==> src/rtl/freqdiv_pkg.sv <==
// Shared types and constants for the frequency-divider ratio controller.
package freqdiv_pkg;

  // Width of a divide ratio and of the divider's mc/count buses.
  localparam int FD_RATIO_W = 4;

  // Width of the shared watchdog/settle timer.
  localparam int FD_TIMER_W = 5;

  // Legal ratio window; the upper bound is limited by the 4-bit mc bus.
  localparam int FD_MIN_RATIO = 2;
  localparam int FD_MAX_RATIO = 15;

  // Controller states, in the order a ratio change walks through them.
  typedef enum logic [2:0] {
    ST_BOOT      = 3'd0,
    ST_IDLE      = 3'd1,
    ST_WAIT_WRAP = 3'd2,
    ST_RELOAD    = 3'd3,
    ST_SETTLE    = 3'd4
  } freqdiv_ctrl_state_t;

  // True when a requested ratio lies inside [lo, hi].
  function automatic logic ratio_legal(input logic [FD_RATIO_W-1:0] r,
                                       input int lo, input int hi);
    return (int'(r) >= lo) && (int'(r) <= hi);
  endfunction

endpackage

==> src/rtl/freqdiv_ratio_ctrl_if.sv <==
// Ratio-change request/response bundle between the configuration master and
// the ratio controller.
//
// Handshake: a request transfers on a rising clk edge where req_valid and
// req_ready are both high; req_ratio must be stable while req_valid is high.
// The master may hold req_valid high across cycles. resp_valid is a one-cycle
// completion pulse with no back-pressure; resp_err is meaningful only while
// resp_valid is high.
interface freqdiv_ratio_ctrl_if;
  import freqdiv_pkg::*;

  logic                  req_valid;
  logic [FD_RATIO_W-1:0] req_ratio;
  logic                  req_ready;
  logic                  resp_valid;
  logic                  resp_err;

  modport master (
    output req_valid,
    output req_ratio,
    input  req_ready,
    input  resp_valid,
    input  resp_err
  );

  modport slave (
    input  req_valid,
    input  req_ratio,
    output req_ready,
    output resp_valid,
    output resp_err
  );

endinterface

==> src/rtl/freqdiv_cycle_timer.sv <==
// Saturating up-counter with synchronous clear. One instance serves both the
// WAIT_WRAP watchdog and the SETTLE edge count, since those never overlap.
module freqdiv_cycle_timer
  import freqdiv_pkg::*;
(
  input  logic                  clk,
  input  logic                  reset,
  input  logic                  clr,
  input  logic                  en,
  output logic [FD_TIMER_W-1:0] count
);

  localparam logic [FD_TIMER_W-1:0] CNT_MAX = '1;

  // Clear wins over count; the counter sticks at all-ones instead of wrapping.
  always_ff @(posedge clk or posedge reset) begin
    if (reset) begin
      count <= '0;
    end else if (clr) begin
      count <= '0;
    end else if (en && (count != CNT_MAX)) begin
      count <= count + FD_TIMER_W'(1);
    end
  end

endmodule

==> src/rtl/freqdiv_ratio_ctrl.sv <==
// Run-time ratio controller for one frequency_divider instance. Accepts ratio
// change requests, range-checks them, applies a new ratio only at a count wrap
// (or after a watchdog timeout) by pulsing the divider reset, and reports lock
// once the new period has run for one full period.
module freqdiv_ratio_ctrl
  import freqdiv_pkg::*;
#(
  parameter int DEFAULT_RATIO = 6,
  parameter int MIN_RATIO     = FD_MIN_RATIO,
  parameter int MAX_RATIO     = FD_MAX_RATIO,
  parameter int WATCHDOG      = 31
) (
  input  logic                  clk,
  input  logic                  reset,
  freqdiv_ratio_ctrl_if.slave   cfg,
  output logic                  div_reset,
  output logic [FD_RATIO_W-1:0] div_mc,
  input  logic [FD_RATIO_W-1:0] div_pos_count,
  output logic                  locked,
  output logic [FD_RATIO_W-1:0] cur_ratio,
  output freqdiv_ctrl_state_t   dbg_state
);

  localparam logic [FD_RATIO_W-1:0] DEF_RATIO = FD_RATIO_W'(DEFAULT_RATIO);
  localparam logic [FD_RATIO_W-1:0] DEF_MC    = FD_RATIO_W'(DEFAULT_RATIO - 1);
  localparam logic [FD_TIMER_W-1:0] WD_LAST   = FD_TIMER_W'(WATCHDOG - 1);

  freqdiv_ctrl_state_t state_q, state_d;

  // Ratio waiting to be applied at the next wrap.
  logic [FD_RATIO_W-1:0] pend_q, pend_d;
  // Set while SETTLE follows a RELOAD, so the completion pulse is owed;
  // clear for the boot settle, which is silent.
  logic                  from_reload_q, from_reload_d;

  // Next values of the registered outputs.
  logic                  req_ready_d;
  logic                  resp_valid_d;
  logic                  resp_err_d;
  logic                  div_reset_d;
  logic [FD_RATIO_W-1:0] div_mc_d;
  logic [FD_RATIO_W-1:0] cur_ratio_d;
  logic                  locked_d;

  logic [FD_TIMER_W-1:0] timer_q;
  logic                  timer_clr;
  logic                  timer_en;

  logic                  req_fire;
  logic                  req_ok;
  logic                  wrap_hit;
  logic                  wd_hit;
  logic                  settle_done;

  assign req_fire    = cfg.req_valid && cfg.req_ready;
  assign req_ok      = ratio_legal(cfg.req_ratio, MIN_RATIO, MAX_RATIO);
  // The divider sits at terminal count when its counter equals mc.
  assign wrap_hit    = (div_pos_count == div_mc);
  // timer_q counts edges already spent in the state, so the Nth edge sees N-1.
  assign wd_hit      = (timer_q == WD_LAST);
  assign settle_done = (timer_q == FD_TIMER_W'(div_mc));

  // The timer restarts on every state entry and only advances where it matters.
  assign timer_clr = (state_d != state_q);
  assign timer_en  = (state_q == ST_WAIT_WRAP) || (state_q == ST_SETTLE);

  assign dbg_state = state_q;

  freqdiv_cycle_timer u_timer (
    .clk   (clk),
    .reset (reset),
    .clr   (timer_clr),
    .en    (timer_en),
    .count (timer_q)
  );

  // Next-state and next-output decode; every output is registered below.
  always_comb begin
    state_d       = state_q;
    pend_d        = pend_q;
    from_reload_d = from_reload_q;
    req_ready_d   = 1'b0;
    resp_valid_d  = 1'b0;
    resp_err_d    = 1'b0;
    div_reset_d   = 1'b0;
    div_mc_d      = div_mc;
    cur_ratio_d   = cur_ratio;
    locked_d      = 1'b0;

    case (state_q)
      ST_BOOT: begin
        // The reset-time div_reset already reloaded the divider.
        state_d       = ST_SETTLE;
        from_reload_d = 1'b0;
      end

      ST_IDLE: begin
        req_ready_d = 1'b1;
        locked_d    = 1'b1;
        if (req_fire) begin
          if (!req_ok) begin
            resp_valid_d = 1'b1;
            resp_err_d   = 1'b1;
          end else if (cfg.req_ratio == cur_ratio) begin
            resp_valid_d = 1'b1;
          end else begin
            pend_d      = cfg.req_ratio;
            state_d     = ST_WAIT_WRAP;
            req_ready_d = 1'b0;
            locked_d    = 1'b0;
          end
        end
      end

      ST_WAIT_WRAP: begin
        // A forced reload after the watchdog is a normal completion.
        if (wrap_hit || wd_hit) begin
          state_d     = ST_RELOAD;
          div_reset_d = 1'b1;
          div_mc_d    = pend_q - FD_RATIO_W'(1);
          cur_ratio_d = pend_q;
        end
      end

      ST_RELOAD: begin
        state_d       = ST_SETTLE;
        from_reload_d = 1'b1;
      end

      ST_SETTLE: begin
        if (settle_done) begin
          state_d       = ST_IDLE;
          req_ready_d   = 1'b1;
          locked_d      = 1'b1;
          resp_valid_d  = from_reload_q;
          from_reload_d = 1'b0;
        end
      end

      default: begin
        state_d = ST_BOOT;
      end
    endcase
  end

  // State, request latch and output registers; reset restores boot values.
  always_ff @(posedge clk or posedge reset) begin
    if (reset) begin
      state_q        <= ST_BOOT;
      pend_q         <= DEF_RATIO;
      from_reload_q  <= 1'b0;
      cfg.req_ready  <= 1'b0;
      cfg.resp_valid <= 1'b0;
      cfg.resp_err   <= 1'b0;
      div_reset      <= 1'b1;
      div_mc         <= DEF_MC;
      cur_ratio      <= DEF_RATIO;
      locked         <= 1'b0;
    end else begin
      state_q        <= state_d;
      pend_q         <= pend_d;
      from_reload_q  <= from_reload_d;
      cfg.req_ready  <= req_ready_d;
      cfg.resp_valid <= resp_valid_d;
      cfg.resp_err   <= resp_err_d;
      div_reset      <= div_reset_d;
      div_mc         <= div_mc_d;
      cur_ratio      <= cur_ratio_d;
      locked         <= locked_d;
    end
  end

endmodule

==> src/flat_wrapper.sv <==
// flat-port wrapper written by rule: the top's interface ports become plain ports
module freqdiv_ratio_ctrl_flat import freqdiv_pkg::*;
#(
  parameter int DEFAULT_RATIO = 6,
  parameter int MIN_RATIO     = FD_MIN_RATIO,
  parameter int MAX_RATIO     = FD_MAX_RATIO,
  parameter int WATCHDOG      = 31
)
  (clk, reset, div_reset, div_mc, div_pos_count, locked, cur_ratio, dbg_state, cfg_req_valid, cfg_req_ratio, cfg_req_ready, cfg_resp_valid, cfg_resp_err);
  freqdiv_ratio_ctrl_if cfg_i ();
  input  logic clk;
  input  logic reset;
  output logic div_reset;
  output logic [FD_RATIO_W-1:0] div_mc;
  input  logic [FD_RATIO_W-1:0] div_pos_count;
  output logic locked;
  output logic [FD_RATIO_W-1:0] cur_ratio;
  output freqdiv_ctrl_state_t dbg_state;
  input wire logic [$bits(cfg_i.req_valid)-1:0] cfg_req_valid;
  input wire logic [$bits(cfg_i.req_ratio)-1:0] cfg_req_ratio;
  output wire logic [$bits(cfg_i.req_ready)-1:0] cfg_req_ready;
  output wire logic [$bits(cfg_i.resp_valid)-1:0] cfg_resp_valid;
  output wire logic [$bits(cfg_i.resp_err)-1:0] cfg_resp_err;
  assign cfg_i.req_valid = cfg_req_valid;
  assign cfg_i.req_ratio = cfg_req_ratio;
  assign cfg_req_ready = cfg_i.req_ready;
  assign cfg_resp_valid = cfg_i.resp_valid;
  assign cfg_resp_err = cfg_i.resp_err;
  freqdiv_ratio_ctrl #(.DEFAULT_RATIO(DEFAULT_RATIO), .MIN_RATIO(MIN_RATIO), .MAX_RATIO(MAX_RATIO), .WATCHDOG(WATCHDOG)) u_core (.clk(clk), .reset(reset), .cfg(cfg_i), .div_reset(div_reset), .div_mc(div_mc), .div_pos_count(div_pos_count), .locked(locked), .cur_ratio(cur_ratio), .dbg_state(dbg_state));
endmodule
==> config.mk <==
export PLATFORM = sky130hd
export DESIGN_NAME = freqdiv_ratio_ctrl_flat
export DESIGN_NICKNAME = d
export VERILOG_FILES = /design/src/rtl/freqdiv_pkg.sv /design/src/rtl/freqdiv_ratio_ctrl_if.sv /design/src/rtl/freqdiv_cycle_timer.sv /design/src/rtl/freqdiv_ratio_ctrl.sv /design/src/flat_wrapper.sv
export SDC_FILE = /design/constraint.sdc
export NUM_CORES = 1
export LEC_CHECK = 0
export ABC_AREA = 0
export BUFFER_PORTS_ARGS = -buffer_cell sky130_fd_sc_hd__buf_2
export CAP_MARGIN = 10
export CELL_PAD_IN_SITES_DETAIL_PLACEMENT = 1
export CELL_PAD_IN_SITES_GLOBAL_PLACEMENT = 1
export CORE_MARGIN = 3
export CORE_UTILIZATION = 45
export DETAILED_ROUTE_END_ITERATION = 10
export GPL_TIMING_DRIVEN = 0
export PLACE_DENSITY = 0.87
export SYNTH_ARGS = -nofsm -noshare
export SYNTH_HDL_FRONTEND = slang
export SYNTH_SLANG_ARGS = --single-unit
export TNS_END_PERCENT = 5
==> constraint.sdc <==
create_clock -name clk -period 3.15 [get_ports clk]
set_input_delay 0.945 -clock clk [delete_from_list [all_inputs] [get_ports clk]]
set_output_delay 0.945 -clock clk [all_outputs]
set_load 0.005 [all_outputs]
== Word level (Yosys, flattened, before mapping) ==
Cells that the tools add are included.

* Multiplexer cells: 23
* Equality and inequality tests: 11
* Bitwise gates (word level): 1
* $lt $le $gt $ge: 1
* Reduce and logical (&&, ||, !) cells: 11
* $add $sub $neg: 2

{| class="wikitable"
|+ Operator list
! operator !! number
|-
| two-way mux 3 bit || 5
|-
| two-way mux 1 bit || 12
|-
| one-hot mux 3 bit (4 select lines) || 1
|-
| two-way mux 5 bit || 2
|-
| == test 4 bit || 2
|-
| == test 3 x 2 -> 1 bit (second input constant) || 2
|-
| adder 5 x 1 -> 5 bit (second input constant) || 1
|-
| == test 5 x 4 -> 1 bit || 1
|-
| == test 5 bit (second input constant) || 1
|-
| != test 5 bit (second input constant) || 1
|-
| greater-or-equal comparator 4 x 2 -> 1 bit (second input constant) || 1
|-
| one-hot mux 1 bit (2 select lines) || 2
|-
| AND reduction 2 bit || 2
|-
| AND reduction 4 bit || 1
|-
| subtractor 4 x 1 -> 4 bit (second input constant) || 1
|-
| == test 3 x 1 -> 1 bit (second input constant) || 1
|-
| == test 3 bit (second input constant) || 1
|-
| zero test 3 bit || 1
|-
| != test 3 bit || 1
|-
| one-hot mux 1 bit (3 select lines) || 1
|-
| nonzero test 3 bit || 1
|-
| logical AND 1 bit || 2
|-
| logical OR 1 bit || 2
|-
| != test 2 x 1 -> 1 bit (second input constant) || 1
|-
| other kinds (3) || 3
|}

* Word-level logic and storage cells: 59
* Register bits: 25

== Depth between registers and ports, before layout ==
Gate-level depths: netlist (run 1).

* Depth after elaboration: 7
* Gate-level depth with buffers: 8
* Mapped depth without buffers: 7

== Modules after synthesis ==
Synthesis (run 1) repeated with hierarchy kept, for this count alone.

* Cell total of the unflattened synthesis: 116
* Area, all modules: 1,316.3 um^2

{| class="wikitable"
|+ Modules (own cells, without submodules)
! module !! area each (um^2) !! cells each !! instances
|-
| freqdiv_ratio_ctrl || 1,054.8 || 90 || 1
|-
| freqdiv_cycle_timer || 261.5 || 26 || 1
|}

== Worst setup path before layout (run 1) ==
No wires, ideal clock.

* Path type: input to register
* Start point: in div_pos_count[2]
* End point: reg u_core.cur_ratio[3]
* Setup slack: 1,168 ps
* Buffers on the path: 1
* Data required time: 3,022 ps
* Cell stages on the path: 5
* Arrival: 1,855 ps
* Library setup time: 128 ps
* Cell sequence: xnor2_1 -> nand4_1 -> a211o_1 -> buf_2 -> mux2_1

* Word-level cells in the longest chain between the ends: 3

{| class="wikitable"
|+ Ends and longest elaborated chain
! item !! RTL line !! text
|-
| from (decl) || flat_wrapper.sv:15 || <nowiki>input logic [FD_RATIO_W-1:0] div_pos_count;</nowiki>
|-
| == test 4 bit || freqdiv_ratio_ctrl.sv:58 || <nowiki>assign wrap_hit = (div_pos_count == div_mc);</nowiki>
|-
| logical OR 1 bit || freqdiv_ratio_ctrl.sv:117 || <nowiki>if (wrap_hit || wd_hit) begin</nowiki>
|-
| AND reduction 2 bit (no line) || -- ||
|-
| to (signal assigned) || freqdiv_ratio_ctrl.sv:168 || <nowiki>cur_ratio <= cur_ratio_d;</nowiki>
|-
| to (decl) || freqdiv_ratio_ctrl.sv:20 || <nowiki>output logic [FD_RATIO_W-1:0] cur_ratio,</nowiki>
|}

Every way passes these cells.
A chain may end at the register's enable or synchronous reset.

== Final worst setup path (run 1) ==
* Start point: reg u_core.locked
* End point: out locked

{| class="wikitable"
|+ RTL lines
! item !! RTL line !! text
|-
| from (decl) || freqdiv_ratio_ctrl.sv:19 || <nowiki>output logic locked,</nowiki>
|-
| from (signal assigned) || freqdiv_ratio_ctrl.sv:169 || <nowiki>locked <= locked_d;</nowiki>
|-
| to (decl) || flat_wrapper.sv:16 || <nowiki>output logic locked;</nowiki>
|}

No word-level cell between the ends.

==> impl_metrics.env, run 1 <==
export IMPL_drive_above_1_share_pct=35.1
export IMPL_ys_warn_count=0
export IMPL_p_int_mw=0.569
export IMPL_clk_latency_ns=0.33
export IMPL_io_pins=27
export IMPL_cts_hold_buf=0
export IMPL_cts_tree="done"
export IMPL_grt_max_degree=26
export IMPL_end_kind="output pin"
export IMPL_r2r_slack_ns=1.24
export IMPL_nets=170
export IMPL_path_class="reg -> out"
export IMPL_finalCriticalPeriod_ns=2.01
export IMPL_crit_arrival_ns=1.07
export IMPL_cts_sinks=25
export IMPL_antenna_found_initial=0
export IMPL_setup_tns_ns=0
export IMPL_dr_pass1_iters=3
export IMPL_share_seq_of_total_power_pct=48.4
export IMPL_grt_pass1_wl_mm=4.69
export IMPL_ant_nets=0
export IMPL_cts_root_buf="clkbuf_4"
export IMPL_p_total_mw=0.886
export IMPL_min_path_type="reg -> reg"
export IMPL_synthesis_area_um2=1350
export IMPL_dieArea_um2=3700
export IMPL_power_frac_clock_pct=16.8
export IMPL_htreeDepth=1
export IMPL_wl_per_cell_um=15.5
export IMPL_grt_pass1_vias=992
export IMPL_worstMarginPinSlew_ns=0.922
export IMPL_coreArea_um2=2810
export IMPL_min_from="u_core.cur_ratio[1]"
export IMPL_layout_commonest_cell="buf_2"
export IMPL_maxSlewHeadroom_pct=38.5
export IMPL_drt_iter0_markers=18
export IMPL_die_y_um=60.8
export IMPL_power_leakage_nw=0.748
export IMPL_worstHoldEndpoint="u_core.cur_ratio[1]"
export IMPL_swShare_pct=35.8
export IMPL_hold_viol=0
export IMPL_synth_seq_cells=25
export IMPL_final_cell_mix="buf_2, dfrtp_1, xnor2_1"
export IMPL_dp_hpwl_mm=2.22
export IMPL_clockBufferDepth=2
export IMPL_synthCells=124
export IMPL_rsz0062_at_grt="false"
export IMPL_clkTransAtPathRegs_ns=0.14
export IMPL_die_x_um=60.8
export IMPL_p_sw_mw=0.317
export IMPL_hold_depth=2
export IMPL_post_route_period_util_pct=63.9
export IMPL_track_usage_pct=17.8
export IMPL_slew_viol_final=0
export IMPL_powerDensity_nw_per_um2=572
export IMPL_timing_rr_start="u_core.u_timer.count[1]"
export IMPL_syn_nets=139
export IMPL_run_status="completed"
export IMPL_synthesis_area_per_instance_um2=10.9
export IMPL_drv_cap=0
export IMPL_gp_congestion=0.755
export IMPL_syn_to_final_growth_pct=14.5
export IMPL_numCtsBuffers=3
export IMPL_io_buffer_count=26
export IMPL_worst_endpoint_required_ns=2.20
export IMPL_cp_start_kind="flip-flop"
export IMPL_setup_viol=0
export IMPL_start_util_pct=48.2
export IMPL_crit_path_max_fanout=5
export IMPL_r2r_cells=8
export IMPL_grt_overflow_total=0
export IMPL_max_freq_ghz=0.497
export IMPL_synth_cell_types=34
export IMPL_post_cts_buffers=0
export IMPL_cts_resized=0
export IMPL_drc=0
export IMPL_comb_power_share_pct=34.8
export IMPL_fp_row_count=19
export IMPL_num_vias=985
export IMPL_r2r_end="u_core.u_timer.count[3]"
export IMPL_vias_per_cell=5.32
export IMPL_ir_drop_v=0.000286
export IMPL_antennaDiodeCount=0
export IMPL_skew_ns=0.0107
export IMPL_routed_wl_mm=2.87
export IMPL_synth_yosys_seq_area_share_pct=46.9
-- cells in the mapped netlist, drive strengths merged --
cell    count  area share (%)
inv         7             1.9
o22ai       1            0.46
nand2b      2            0.93
a21oi       5             1.9
nand2      10             2.8
o21ai       8             3.2
nor3        7             3.0
xor2        4             2.6
buf         6             3.5
mux2        6             6.1
and3        1            0.46
dfrtp      18              33
mux2i       1            0.74
o32ai       1            0.65
nor2        7             3.1
a22o        1            0.65
a211o       1            0.65
nand3       4             1.5
nand4       3             2.5
o211ai      2             1.1
nor2b       2            0.93
xnor2      14             9.1
ha          4             3.7
dfstp       7              14
or3         1            0.46
a41oi       1             1.2
-- worst max-delay path, cell delays in order (launching register included) --
cell     delay (ns)
dfrtp_1        0.47
buf_4          0.15
buf_2          0.11
-- power groups by stage --
stage	logic, mW	clock network (mW)	registers, mW
floorplan	0.249	0	0.421
global placement	0.296	0	0.431
detailed placement	0.313	0	0.436
CTS	0.315	0.153	0.430
global route	0.346	0.167	0.439
finish	0.308	0.149	0.429
-- sequential cells by signal (all words and copies together) (netlist names) --
register	flops
u_core.u_timer.count	5
u_core.cur_ratio	4
u_core.div_mc	4
u_core.pend_q	4
u_core.dbg_state	3
u_core.cfg.resp_err	1
u_core.cfg.resp_valid	1
u_core.div_reset	1
u_core.from_reload_q	1
u_core.locked	1
-- layer usage --
layer	global-route usage (%)	vias up	routed length, um
li1	-	481	-
met1	21.6	484	1240
met2	30.4	16	1480
met3	3.19	4	91
met4	8.36	0	57
met5	0	-	0
-- cell families (layout without fill, tap and decap cells) --
family                   count (synthesis)  after routing  share of synthesized area (%)
AO/OA/AOI/OAI                           20             20                           9.82
XOR/XNOR                                18             18                           11.7
adder cells (fa/ha/maj)                  4              4                           3.70
buffers and inverters                   13             43                           5.46
flip-flops                              25             25                           46.9
multiplexers                             7              7                           6.85
AND/OR/NAND/NOR                         37             37                           15.6
-- cell type report --
type / count / area, um^2
clock buffer: 3 / 22.5
timing repair buffer: 26 / 130
multi-input combinational: 86 / 643
clock inverter: 1 / 5.00
inverter: 7 / 26.3
buffer: 6 / 47.5
fill: 329 / 1260
sequential: 25 / 634
tap: 31 / 38.8
-- per-stage QoR --
| stage | instances | setup WS, ns | util [%] | hold slack (ns) | instance area (um^2) |
|---|---|---|---|---|---|
| 6_report | 185 | 1.14 | 55.2 | 0.503 | 1550 |
| 4_1_cts | 185 | 1.14 | 55.2 | 0.505 | 1550 |
| 3_5_place_dp | 181 | 0.886 | 54.2 | 0.482 | 1520 |
| 3_3_place_gp | 181 | 0.935 | 54.2 | 0.473 | 1520 |
| 5_1_grt | 185 | 1.08 | 55.2 | 0.543 | 1550 |
| 2_1_floorplan | 124 | 1.17 | - | 0.436 | 1350 |
-- worst max-delay path by stage --
stage / cells past startpoint / endpoint / from
global placement: 5 / u_core.pend_q[0] / cfg_req_ratio[2]
global route: 2 / locked / u_core.locked
detailed placement: 5 / u_core.pend_q[3] / cfg_req_ratio[2]
floorplan: 5 / u_core.cur_ratio[3] / div_pos_count[2]
CTS: 2 / locked / u_core.locked
finish: 2 / locked / u_core.locked
Power figures use the tool's default switching activity.
==> inputs of run 2 (changes only) <==
--- a/config.mk
+++ b/config.mk
@@ -5,16 +5,16 @@
 export SDC_FILE = /design/constraint.sdc
 export NUM_CORES = 1
 export LEC_CHECK = 0
-export ABC_AREA = 0
+export ABC_AREA = 1
 export BUFFER_PORTS_ARGS = -buffer_cell sky130_fd_sc_hd__buf_2
 export CAP_MARGIN = 10
 export CELL_PAD_IN_SITES_DETAIL_PLACEMENT = 1
 export CELL_PAD_IN_SITES_GLOBAL_PLACEMENT = 1
 export CORE_MARGIN = 3
-export CORE_UTILIZATION = 45
+export CORE_UTILIZATION = 37
 export DETAILED_ROUTE_END_ITERATION = 10
 export GPL_TIMING_DRIVEN = 0
-export PLACE_DENSITY = 0.87
+export PLACE_DENSITY = 0.79
 export SYNTH_ARGS = -nofsm -noshare
 export SYNTH_HDL_FRONTEND = slang
 export SYNTH_SLANG_ARGS = --single-unit
==> constraint.sdc (replaced) <==
create_clock -name clk -period 1.8 [get_ports clk]
set_input_delay 0.54 -clock clk [delete_from_list [all_inputs] [get_ports clk]]
set_output_delay 0.54 -clock clk [all_outputs]
set_load 0.005 [all_outputs]
==> impl_metrics.env, run 2 <==
export IMPL_run_status="completed"
export IMPL_synthCells=181
export IMPL_end_kind="flip-flop"
export IMPL_io_pins=27
export IMPL_largest_register_ffs=5
export IMPL_synth_top_family_by_area="simple AND/OR/NAND/NOR gates"
export IMPL_post_cts_buffers=0
export IMPL_placed_cell_area_um2=1690
export IMPL_synthAdderAreaFrac_pct=3.34
export IMPL_synth_top_area_cell="dfrtp_1"
export IMPL_crit_arrival_ns=1.91
export IMPL_synth_top_area_share_pct=30.0
export IMPL_start_util_pct=39.8
export IMPL_pre_cts_ws_ns=0.0845
export IMPL_cts_tree="done"
export IMPL_skew_ns=0.00504
export IMPL_synth_most_common_cell="nand2_1"
export IMPL_grt_overflow_total=0
export IMPL_synth_compound_area_share_pct=6.34
export IMPL_clkTransAtPathRegs_ns=0.10
export IMPL_track_usage_pct=15.0
export IMPL_nets=227
export IMPL_cpPeakStageDelay_ns=0.46
export IMPL_cp_start_kind="flip-flop"
export IMPL_drv_cap=0
export IMPL_ys_warn_count=0
export IMPL_regMostFlops="u_core.u_timer.count"
export IMPL_htreeDepth=1
export IMPL_io_buffer_count=26
export IMPL_cts_sinks=25
export IMPL_final_cell_mix="nand2_1, inv_1, buf_2"
export IMPL_drt_iter0_markers=38
export IMPL_synthFlopType="dfrtp_1"
export IMPL_max_freq_ghz=0.588
export IMPL_setup_viol=0
export IMPL_numCtsBuffers=3
export IMPL_fin_cells=259
export IMPL_powerDensity_nw_per_um2=1300
export IMPL_maxSlewHeadroom_pct=35.0
export IMPL_fin_area_um2=1740
export IMPL_drive_above_1_share_pct=36.5
export IMPL_hold_viol=0
export IMPL_die_x_um=69.7
export IMPL_coreArea_um2=3770
export IMPL_synth_area_top_cells="dfrtp_1, dfstp_2, nand2_1"
export IMPL_grt_pass1_wl_mm=5.91
export IMPL_cp_slowest_cell="dfrtp_2"
export IMPL_power_leakage_nw=0.942
export IMPL_num_vias=1197
export IMPL_setup_tns_ns=0
export IMPL_finalCriticalPeriod_ns=1.70
export IMPL_dp_cells=255
export IMPL_drc=0
export IMPL_synth_seq_cells=25
export IMPL_utilization_pct=46.2
export IMPL_syn_to_final_growth_pct=16.0
export IMPL_worst_hold_slack_ns=0.474
export IMPL_synth_edff_count=0
export IMPL_gp_congestion=0.766
export IMPL_post_synth_xor_area_fraction_pct=4.09
export IMPL_syn_nets=196
export IMPL_antennaDiodeCount=0
export IMPL_dieArea_um2=4850
export IMPL_slew_viol_final=0
export IMPL_cts_root_buf="clkbuf_8"
export IMPL_dr_pass1_iters=4
export IMPL_grt_pass1_vias=1263
export IMPL_path_class="reg -> reg"
export IMPL_clk_latency_ns=0.27
export IMPL_die_y_um=69.7
export IMPL_synthesis_area_um2=1500
export IMPL_layout_commonest_cell="nand2_1"
export IMPL_muxShareOfSynthArea_pct=0.667
export IMPL_grt_max_degree=26
export IMPL_synthTopCellsByCount="nand2_1, inv_1, dfrtp_1"
export IMPL_clockBufferDepth=2
export IMPL_routed_wl_mm=3.36
export IMPL_ir_drop_v=0.000585
export IMPL_ant_nets=0
export IMPL_synth_cell_types=28
export IMPL_crit_path_max_fanout=6
export IMPL_yosys_area_share_simple_pct=32.9
export IMPL_fp_row_count=22
export IMPL_p_total_mw=2.26
export IMPL_synth_yosys_seq_area_share_pct=42.3
export IMPL_antenna_found_initial=0
export IMPL_wl_per_cell_um=13.0
export IMPL_worst_endpoint_required_ns=2.01
export IMPL_finalWorstSetupSlack_ns=0.100
export IMPL_ys_async_sr_fraction_pct=100
export IMPL_worstMarginPinSlew_ns=0.973
export IMPL_vias_per_cell=4.62
export IMPL_min_path_type="in -> async"
export IMPL_synthesis_area_per_instance_um2=8.29
export IMPL_dp_hpwl_mm=2.60
export IMPL_rsz0062_at_grt="false"
export IMPL_path_common_cell="ha_1"
export IMPL_post_route_period_util_pct=94.4
export IMPL_path_cells="ha_1 > and3_1 > ha_1 > nor2_4 > nand2_1 > xor2_1 > inv_1 > nor2_2"
run 2: cell count changes after synthesis, sizes merged, moves of 2 or more:
cell    previous run  this run
nand2             10        57
buf                6         2
nor2               7        15
mux2               6         0
nor3               7         1
inv                7        36
xor2               4         6
nand2b             2         0
o21ai              8        15
a21oi              5         0
xnor2             14         1
nand3              4        12
o211ai             2         0
nor2b              2         0
run 2: what timing repair did:
item,4_1_cts,5_1_grt
hold buffers,0,0
gates resized for setup,0,1
setup endpoints to repair,0,1
run 2: worst paths after layout:
check / start / endpoint / slack (ns) / cells past startpoint
max in group asynchronous: reset / u_core.u_timer.count[1] / 0.66 / 2
hold reg to reg: u_core.pend_q[1] / u_core.pend_q[1] / 0.50 / 2
setup reg to reg: u_core.u_timer.count[1] / u_core.u_timer.count[2] / 0.10 / 8
hold / removal: reset / u_core.pend_q[0] / 0.47 / 2
min in group clk: u_core.pend_q[1] / u_core.pend_q[1] / 0.50 / 2
setup / recovery: u_core.u_timer.count[1] / u_core.u_timer.count[2] / 0.10 / 8
run 2: cell families after synthesis:
group,after synthesis
xor gates and xnor gates,7
adders and majority gates,4
buffers and inverters,38
AOI/OAI and AO/OA,17
muxes,1
DFF,25
and+or+nand+nor,89
run 2: layer usage:
| metal | GRT usage, % | routed length [um] |
|---|---|---|
| met3 | 2.32 | 129 |
| met1 | 19.8 | 1600 |
| met4 | 4.47 | 58 |
| met5 | 0 | 0 |
| met2 | 25.2 | 1570 |
run 2: final cells by class:
| type | instances | area, um^2 |
|---|---|---|
| buffer | 2 | 18.8 |
| tap | 48 | 60.1 |
| sequential | 25 | 636 |
| timing repair buffer | 26 | 130 |
| clock buffer | 3 | 41.3 |
| fill | 468 | 2030 |
| clock inverter | 1 | 7.51 |
| inverter | 36 | 138 |
| multi-input combinational | 118 | 709 |
run 2: worst max-delay path, delay by kind of cell (launching register included):
family / cells / cell delay [ns]
simple gates: 4 / 0.54
flops: 1 / 0.46
fa+ha+maj: 2 / 0.41
xor+xnor: 1 / 0.16
buf+inv: 1 / 0.07
run 2: power breakdown:
part	total, mW	leakage, nW	internal (mW)	switching [mW]
logic	1.03	0.616	0.415	0.616
registers	0.884	0.304	0.726	0.158
clock network	0.349	0.0217	0.157	0.192
total	2.26	0.942	1.30	0.966
